**src/rtl/cpu_defs.sv**
```systemverilog
// Constants shared between the control unit and the 256-byte memory:
// request encodings, memory FSM states and array depth.
package cpu_defs;

  localparam logic RW_READ   = 1'b1;
  localparam logic RW_WRITE  = 1'b0;
  localparam logic TYPE_WORD = 1'b0;
  localparam logic TYPE_BYTE = 1'b1;

  localparam int MEM_DEPTH = 256;

  typedef enum logic [1:0] {
    ST_IDLE   = 2'd0,
    ST_WAIT   = 2'd1,
    ST_ACCESS = 2'd2,
    ST_DONE   = 2'd3
  } mem_state_t;

  // Reverses byte order; lane 0 is the lowest-addressed byte of a word.
  function automatic logic [31:0] swap_bytes(input logic [31:0] d);
    return {d[7:0], d[15:8], d[23:16], d[31:24]};
  endfunction

endpackage

```
**src/rtl/ram_byte_array.sv**
```systemverilog
// 256x8 storage addressed per aligned word: four byte lanes, lane i holds
// byte (word_addr*4 + i), with per-lane write enables.
module ram_byte_array
  import cpu_defs::*;
(
  input  logic        clk,
  input  logic [5:0]  word_addr,
  input  logic [31:0] wdata,
  input  logic [3:0]  we,
  output logic [31:0] rdata
);

  logic [7:0] mem [MEM_DEPTH];

  // Byte-lane writes; contents are deliberately not touched by reset.
  always_ff @(posedge clk) begin
    for (int i = 0; i < 4; i++) begin
      if (we[i]) begin
        mem[{word_addr, 2'(i)}] <= wdata[8*i +: 8];
      end
    end
  end

  // Asynchronous read of the four lanes of the addressed word.
  always_comb begin
    rdata = 32'h0;
    for (int i = 0; i < 4; i++) begin
      rdata[8*i +: 8] = mem[{word_addr, 2'(i)}];
    end
  end

endmodule

```
**src/rtl/mem_ram256_moc.sv**
```systemverilog
// 256-byte RAM with a four-phase MOV/MOC handshake toward the control unit.
// Holds the request FSM, capture registers and byte-lane steering.
module mem_ram256_moc
  import cpu_defs::*;
#(
  parameter int WAIT_CYCLES = 2,
  parameter bit BIG_ENDIAN  = 1'b1
) (
  input  logic        CLK,
  input  logic        CLR,
  input  logic        MOV,
  input  logic        RW,
  input  logic        typeData,
  input  logic [7:0]  address,
  input  logic [31:0] DataIn,
  output logic [31:0] DataOut,
  output logic        MOC
);

  mem_state_t  state_r;
  logic [3:0]  cnt_r;
  logic        rw_r;
  logic        type_r;
  logic [7:0]  addr_r;
  logic [31:0] wdata_r;

  logic [31:0] ram_rdata_s;
  logic [31:0] ram_wdata_s;
  logic [3:0]  ram_we_s;
  logic [31:0] rd_word_s;
  logic        do_write_s;

  ram_byte_array u_ram (
    .clk       (CLK),
    .word_addr (addr_r[7:2]),
    .wdata     (ram_wdata_s),
    .we        (ram_we_s),
    .rdata     (ram_rdata_s)
  );

  // Lane steering between the captured request and the byte array.
  always_comb begin
    ram_we_s    = 4'h0;
    ram_wdata_s = 32'h0;
    rd_word_s   = 32'h0;
    do_write_s  = (state_r == ST_ACCESS) && (rw_r == RW_WRITE);
    if (type_r == TYPE_BYTE) begin
      ram_wdata_s = {4{wdata_r[7:0]}};
      rd_word_s   = {24'h0, ram_rdata_s[{addr_r[1:0], 3'b000} +: 8]};
      if (do_write_s) begin
        ram_we_s = 4'b0001 << addr_r[1:0];
      end else begin
        ram_we_s = 4'h0;
      end
    end else begin
      ram_wdata_s = BIG_ENDIAN ? swap_bytes(wdata_r) : wdata_r;
      rd_word_s   = BIG_ENDIAN ? swap_bytes(ram_rdata_s) : ram_rdata_s;
      if (do_write_s) begin
        ram_we_s = 4'hF;
      end else begin
        ram_we_s = 4'h0;
      end
    end
  end

  // Request FSM; unknown RW/typeData at capture fall into read/word.
  always_ff @(posedge CLK or negedge CLR) begin
    if (!CLR) begin
      state_r <= ST_IDLE;
      cnt_r   <= 4'd0;
      rw_r    <= RW_READ;
      type_r  <= TYPE_WORD;
      addr_r  <= 8'h00;
      wdata_r <= 32'h0;
      DataOut <= 32'h0;
      MOC     <= 1'b0;
    end else begin
      case (state_r)
        ST_IDLE: begin
          MOC <= 1'b0;
          if (MOV) begin
            if (RW == RW_WRITE) begin
              rw_r <= RW_WRITE;
            end else begin
              rw_r <= RW_READ;
            end
            if (typeData == TYPE_BYTE) begin
              type_r <= TYPE_BYTE;
            end else begin
              type_r <= TYPE_WORD;
            end
            addr_r  <= address;
            wdata_r <= DataIn;
            cnt_r   <= 4'd0;
            state_r <= (WAIT_CYCLES > 0) ? ST_WAIT : ST_ACCESS;
          end else begin
            state_r <= ST_IDLE;
          end
        end
        ST_WAIT: begin
          if (cnt_r == 4'(WAIT_CYCLES - 1)) begin
            cnt_r   <= 4'd0;
            state_r <= ST_ACCESS;
          end else begin
            cnt_r <= cnt_r + 4'd1;
          end
        end
        ST_ACCESS: begin
          if (rw_r == RW_READ) begin
            DataOut <= rd_word_s;
          end else begin
            DataOut <= DataOut;
          end
          MOC     <= 1'b1;
          state_r <= ST_DONE;
        end
        ST_DONE: begin
          // Completion is held until the control unit drops its request.
          if (!MOV) begin
            MOC     <= 1'b0;
            state_r <= ST_IDLE;
          end else begin
            MOC <= 1'b1;
          end
        end
        default: begin
          MOC     <= 1'b0;
          cnt_r   <= 4'd0;
          state_r <= ST_IDLE;
        end
      endcase
    end
  end

endmodule
```
**config.mk**
```make
export PLATFORM = sky130hd
export DESIGN_NAME = mem_ram256_moc
export DESIGN_NICKNAME = d
export VERILOG_FILES = /design/src/rtl/cpu_defs.sv /design/src/rtl/ram_byte_array.sv /design/src/rtl/mem_ram256_moc.sv
export SDC_FILE = /design/constraint.sdc
export NUM_CORES = 2
export LEC_CHECK = 0
export CORE_ASPECT_RATIO = 0.75
export CORE_UTILIZATION = 55
export CTS_BUF_LIST = sky130_fd_sc_hd__clkbuf_16
export CTS_CLUSTER_DIAMETER = 50
export DETAILED_ROUTE_END_ITERATION = 10
export DONT_BUFFER_PORTS = 1
export PLACE_DENSITY = 0.8
export SYNTH_ARGS = -nofsm -noshare
export SYNTH_HDL_FRONTEND = slang
export SYNTH_SLANG_ARGS = --single-unit
```
**constraint.sdc**
```tcl
create_clock -name CLK -period 4.1 [get_ports CLK]
set_input_delay 1.23 -clock CLK [delete_from_list [all_inputs] [get_ports CLK]]
set_output_delay 1.23 -clock CLK [all_outputs]
set_load 0.02 [all_outputs]
```
Word-level counts from Yosys, hierarchy flattened

Memories as Yosys holds them, arrays and structs flattened.
Cells that the tools add are included.

Output and inout port bits: 33
Register bits after elaboration: 81
Memories: 1
Latch bits: 0
Logic and storage cells: 52
Input bits: 45
Memory bits (writable): 2048
Bits in read-only memories: 0

Divide/modulo/power cells: 0
Shift operators: 2
Eq/ne operators: 7
Muxes and demuxes: 24
Multiply operators: 0
Reductions and logical operators: 8
Add/sub/neg operators: 1
$lt $le $gt $ge: 0
Bitwise gates (word level): 1

Memories:

| name      | depth | width | rd ports | clocked after memory_dff | wr ports | RTL line             | text |
|---|---|---|---|---|---|---|---|
| u_ram.mem | 256   | 8     | 4        | 0                        | 4        | ram_byte_array.sv:13 | `logic [7:0] mem [MEM_DEPTH];` |

Operators with widths:

| kind                  | number |
|---|---|
| $mux W32              | 1 |
| $shiftx A32 B6 Y8     | 1 |
| $mux W24              | 1 |
| $mux W4               | 5 |
| $mux W1               | 12 |
| $pmux W2 S4           | 1 |
| $pmux W4 S2           | 1 |
| $reduce_and A2 Y1     | 4 |
| $ne A2 B2 Y1 const B  | 3 |
| $add A4 B1 Y4 const B | 1 |
| $eq A2 B2 Y1 const B  | 2 |
| $eq A4 B1 Y1 const B  | 1 |
| $mux W2               | 2 |
| $shl A1 B2 Y4 const A | 1 |
| $pmux W1 S3           | 1 |
| $reduce_bool A3 Y1    | 1 |
| $eq A2 B1 Y1 const B  | 1 |
| $logic_not A2 Y1      | 1 |
| $reduce_bool A2 Y1    | 1 |
| $logic_and A1 B1 Y1   | 1 |
| $not A1 Y1            | 1 |

Depth between registers and ports, before layout

Depth after elaboration: 6
Gate-level depth with buffers: 14

Cells and area by module

Synthesis repeated with hierarchy kept, for this count alone.

Cell total of the unflattened synthesis: 4818
Area total of the unflattened synthesis: 82216.4 um2

Modules (own cells, without submodules):

| module         | cells an instance | area an instance (um2) | instances | seq. area each (um2) |
|---|---|---|---|---|
| ram_byte_array | 4449              | 78358.9                | 1         | 61499.0 |
| mem_ram256_moc | 369               | 3857.4                 | 1         | 2028.2 |

Worst setup path before layout

Ideal clock, no wire load.

Path type: reg2reg
Start: reg type_r
End: mem u_ram.mem[0][0], data pin
Arrival time: 3.465 ns
Cell stages (with the launch flop): 5
Slack: -0.067 ns
Cells stage by stage: dfrtp_1 clkbuf_1 clkbuf_1 clkbuf_1 o21ai_0

RTL lines:

| element                | RTL line             | text |
|---|---|---|
| start, declared        | mem_ram256_moc.sv:23 | `logic type_r;` |
| start signal, assigned | mem_ram256_moc.sv:72 | `type_r <= TYPE_WORD;` |
| start signal, assigned | mem_ram256_moc.sv:88 | `type_r <= TYPE_BYTE;` |
| start signal, assigned | mem_ram256_moc.sv:90 | `type_r <= TYPE_WORD;` |
| end, declared          | ram_byte_array.sv:13 |  |

Worst setup path in the final report

Start: reg addr_r[4]
End: reg DataOut[3]

Longest elaborated chain between the ends: 3

Ends and longest elaborated chain:

| element                | RTL line              | text |
|---|---|---|
| start, declared        | mem_ram256_moc.sv:24  | `logic [7:0] addr_r;` |
| start signal, assigned | mem_ram256_moc.sv:92  | `addr_r <= address;` |
| $mem_v2 Z256 W8 *      | --                    |  |
| $shiftx A32 B6 Y8      | mem_ram256_moc.sv:49  | `rd_word_s = {24'h0, ram_rdata_s[{addr_r[1:0], 3'b000} +: 8]};` |
| $mux W32 *             | mem_ram256_moc.sv:47  | `if (type_r == TYPE_BYTE) begin` |
| end signal, assigned   | mem_ram256_moc.sv:110 | `DataOut <= rd_word_s;` |
| end signal, assigned   | mem_ram256_moc.sv:112 | `DataOut <= DataOut;` |
| end, declared          | mem_ram256_moc.sv:16  | `output logic [31:0] DataOut,` |

Mark *: on every way between the ends. The rest lies on a longest branch, timed or not.
A chain may end at the register's enable or synchronous reset.

==> results.md <==
- The share of flip-flops with an asynchronous set or reset after synthesis is 0.0380.
- For this run, the number of Yosys warnings is 0.
- Yosys mapped a number of flops with a built-in enable equal to 2,048.
- The total instance count after detailed placement is 6,876.
- The core region is approximately 0.15 mm2.
- The path class of the tightest hold or removal check is primary input to asynchronous set/reset pin.
- The final worst setup slack is -0.0269 ns.
- The number of placement rows is roughly 120.
- In the routed layout, each cell is associated on average with a via count of a little over 7.
- The initial utilization of the core area, before any placement, comes to 0.556.
- The pin count of the biggest net entering global routing is 82.
- Synthesis produced a netlist whose cell count is approximately 4,700.
- The most common cell after layout, fill and taps aside is edfxtp_1.
- The kind of end point of the critical path is a register.
- The worst-case clock skew is roughly 0.033 ns.
- The cell area power density is between 700 and 800 mW/mm2.
- The reported net switching power is just under 30,000 uW.
- The number of H-tree levels is 4.
- The aggregate global-route resource usage is 0.352.
- The critical path required time is about 4.8 ns.
- The critical path is of the register to register type.
- The final max-slew violation count is 0.
- The count of placed standard cells in the final layout, fillers left out is 7,234.
- The number of nets in the layout is 5,128.
- The sequential area share after synthesis is 0.770.
- The overall die area is 0.152 mm2.
- The HPWL reported at the end of detailed placement is around 170,000 um.
- The clock latency on the worst-skew pair is a little over 0.8 ns.
- The overall via count from detail_route is 52,600.
- STA classifies the critical path startpoint as a register.
- The run finished, with violations left.
- The dominant synthesized flop cell is edfxtp_1.
- The average wire per cell in the routed design is about 37 um.
- The final layout contains routed wiring with a total length of 271,000 um.
- The slew of the pin with the lowest slew margin is around 1.4 ns.
- The number of antenna violations at the first check in global routing is 27.
- The biggest fanout along the worst timing path is 18.
- The first global-routing pass estimated between 300,000 and 400,000 um of wire.
- After synthesis, the mean cell area works out to 17.7 um2.
- The library cells used most frequently in the layout, excluding fill and tap cells, are 2,048 x edfxtp_1, 515 x buf_4, 344 x nor2_1.
- The synthesized netlist net count is around 4,700.
- Based on the critical path, the design can be clocked at up to about 240 MHz.
- The flop and latch count out of synthesis is about 2,100.
- In this run, the number of DRC markers left after iteration 0 of detailed routing was 11,700.
- Compared with the post-synthesis result, the final layout area differs by 13.9%.
- The max-slew headroom at the worst pin is 0.0497.
- STA puts the critical path data arrival time at approximately 4.8 ns.
- The analysis attributes to cell leakage a power of between 0.03 and 0.04 uW.
- The area of combinational cells with multiple inputs is around 0.017 mm2.
- During I/O placement, the number of pins put on the boundary was 78.
- The minimum clock period is approximately 4.1 ns.
- The clock passes through at most 3 buffers.
- Dividing the final minimum period by the clock period gives 1.01.
- The horizontal die dimension is ~450 um.
- The root cell of the clock tree is clkbuf_16.
- The total of endpoints with negative setup slack in the final report is 1.
- The tool flagged a number of max-cap violations equal to 0.
- The number of distinct library cells after synthesis is 80.
- The final reports fail on DRC, setup timing.
- The total overflow left after global routing is 0.
- For this run, design rule violations remaining after detail routing come to 2.
- TritonCTS built the clock tree.
- The share of total power dissipated in the clock network is 0.224.
- Setup repair after global routing left no endpoint under its margin.
- Before antenna repair, the detailed router went through 11 iterations.
- The internal power is around 46,000 uW.
- Clock tree synthesis inserted a total of 182 buffers.
- The synthesized netlist occupies a cell area of a little over 0.08 mm2.
- The share of total power dissipated in combinational logic is 0.376.
- The area taken by flip-flops and latches is around 0.064 mm2.
- The layout has about 9,600 filler cells.
- Measured along the y axis, the die boundary spans between 300 and 400 um.
- The detail route stage leaves a number of antenna-violating nets equal to 0.
- Of the total power, registers draw 0.400.
- The switching share of total power is 0.388.
- Clock-pin slew was measured on the worst setup and hold paths at 0.07 ns.
- The number of I/O port buffers is 0.
- The overall power consumption is about 75,000 uW.
- The hold violation total from the final report is 0.
- The congestion estimate from routability-driven global placement came to a little under 1.
- The highest ir drop seen on vdd is around 1.7 mV.
- The number of global-route vias before repair was 49,900.
- Of the cells placed in the final design, the portion with a size suffix greater than 1 is 0.223.
- The CTS sink count is approximately 2,100.
- Buffers inserted to repair hold after CTS numbered 0.
[cell usage after synthesis, types with 10 or more instances]
cell type | n | area [um2]
nor2_1 | 347 | 1300
mux2_2 | 162 | 1820
buf_4 | 40 | 300
a31oi_1 | 55 | 344
nand2_1 | 193 | 724
buf_2 | 105 | 526
nor2b_1 | 12 | 75.1
dfrtp_1 | 80 | 2000
a222oi_1 | 18 | 180
nand4_1 | 24 | 150
clkbuf_1 | 131 | 492
buf_1 | 17 | 63.8
a22o_1 | 77 | 674
a221o_1 | 70 | 701
buf_6 | 35 | 394
mux2i_1 | 157 | 1570
nand3_1 | 16 | 80.1
a211oi_1 | 10 | 75.1
o2bb2ai_1 | 18 | 158
o22ai_1 | 56 | 350
and2_1 | 12 | 75.1
a221oi_1 | 149 | 1310
a22oi_1 | 267 | 2000
nand2b_1 | 10 | 62.6
nor3_1 | 14 | 70.1
a21oi_1 | 92 | 460
o22a_1 | 15 | 131
mux4_2 | 118 | 2660
edfxtp_1 | 2048 | 61500
o211ai_1 | 14 | 105
nor4_1 | 11 | 68.8
o21ai_0 | 122 | 611
inv_1 | 29 | 109
[power by group through the flow]
stage / logic, uW / registers (uW) / clock network [uW]
floorplan: 13400 / 30700 / 0
global placement: 25200 / 30200 / 0
detailed placement: 25800 / 30200 / 0
CTS: 26100 / 29800 / 16700
global route: 27800 / 29800 / 17500
finish: 28000 / 29800 / 16700
[what timing repair did]
item                       4_1_cts  5_1_grt
gates resized for setup          0        3
setup endpoints to repair        0        3
setup buffers                    0        0
[cells by family (layout without fill, tap and decap cells)]
logic type                 after synthesis  after routing  synth area share
buffers and inverters                  361            919            0.0231
other                                    0             25                 0
AOI/OAI and AO/OA                     1039           1039            0.0949
muxes                                  443            443            0.0743
DFF                                   2129           2129             0.770
adders and majority gates                7              7           0.00106
and+or+nand+nor                        688            688            0.0365
[layer usage]
layer	vias up	wire length [um]	global-route usage
met4	46	17700	0.192
met1	25700	86300	0.446
met3	1148	55100	0.188
met2	5874	111000	0.484
met5	-	660	0.0109
li1	19900	-	-
[state kept, by name, indices dropped and copies added (netlist names)]
| signal | flops |
|---|---|
| cnt_r | 4 |
| type_r | 1 |
| u_ram.mem | 2048 |
| MOC | 1 |
| rw_r | 1 |
| wdata_r | 32 |
| state_r | 2 |
| DataOut | 32 |
| addr_r | 8 |
[worst max-delay path, stage by stage, from the launching register on]
cell	delay [ns]
dfrtp_4	0.67
buf_4	0.38
mux2_2	0.37
a221o_1	0.31
o21ai_0	0.11
a21oi_1	0.12
nor4_1	0.84
nand4_1	0.65
mux2i_1	0.39
o221ai_2	0.12
[cell type report]
type,count,area share
Sequential cell,2129,0.676
Clock buffer,184,0.0490
Clock inverter,149,0.0110
Antenna cell,25,0.000666
Multi-Input combinational cell,2177,0.186
Tap cell,1984,0.0264
Inverter,33,0.00137
Timing Repair Buffer,553,0.0492
[worst paths after layout]
check                      startpoint           to  slack [ns]  cells past startpoint
min in group CLK             cnt_r[3]     cnt_r[3]        0.49                      1
max in group asynchronous         CLR         rw_r        3.82                      0
min                               CLR  wdata_r[26]        0.09                      0
min reg2reg                  cnt_r[3]     cnt_r[3]        0.49                      1
max                         addr_r[4]   DataOut[3]       -0.03                      9
max reg2reg                 addr_r[4]   DataOut[3]       -0.03                      9
[stage by stage]
| stage | setup slack, ns | utilization | hold WS (ns) | TNS [ns] | area (um2) |
|---|---|---|---|---|---|
| finish | -0.0269 | 0.634 | 0.0892 | -0.0269 | 94000 |
| global route | 0.0341 | 0.634 | 0.0764 | 0 | 93900 |
| CTS | 0.0874 | 0.633 | 0.0611 | 0 | 93900 |
| floorplan | -0.0669 | - | 0.446 | -17.11 | 82500 |
| global placement | 0.0716 | 0.595 | 0.472 | 0 | 88300 |
| detailed placement | 0.0849 | 0.595 | 0.473 | 0 | 88300 |
Power figures use the tool's default switching activity.
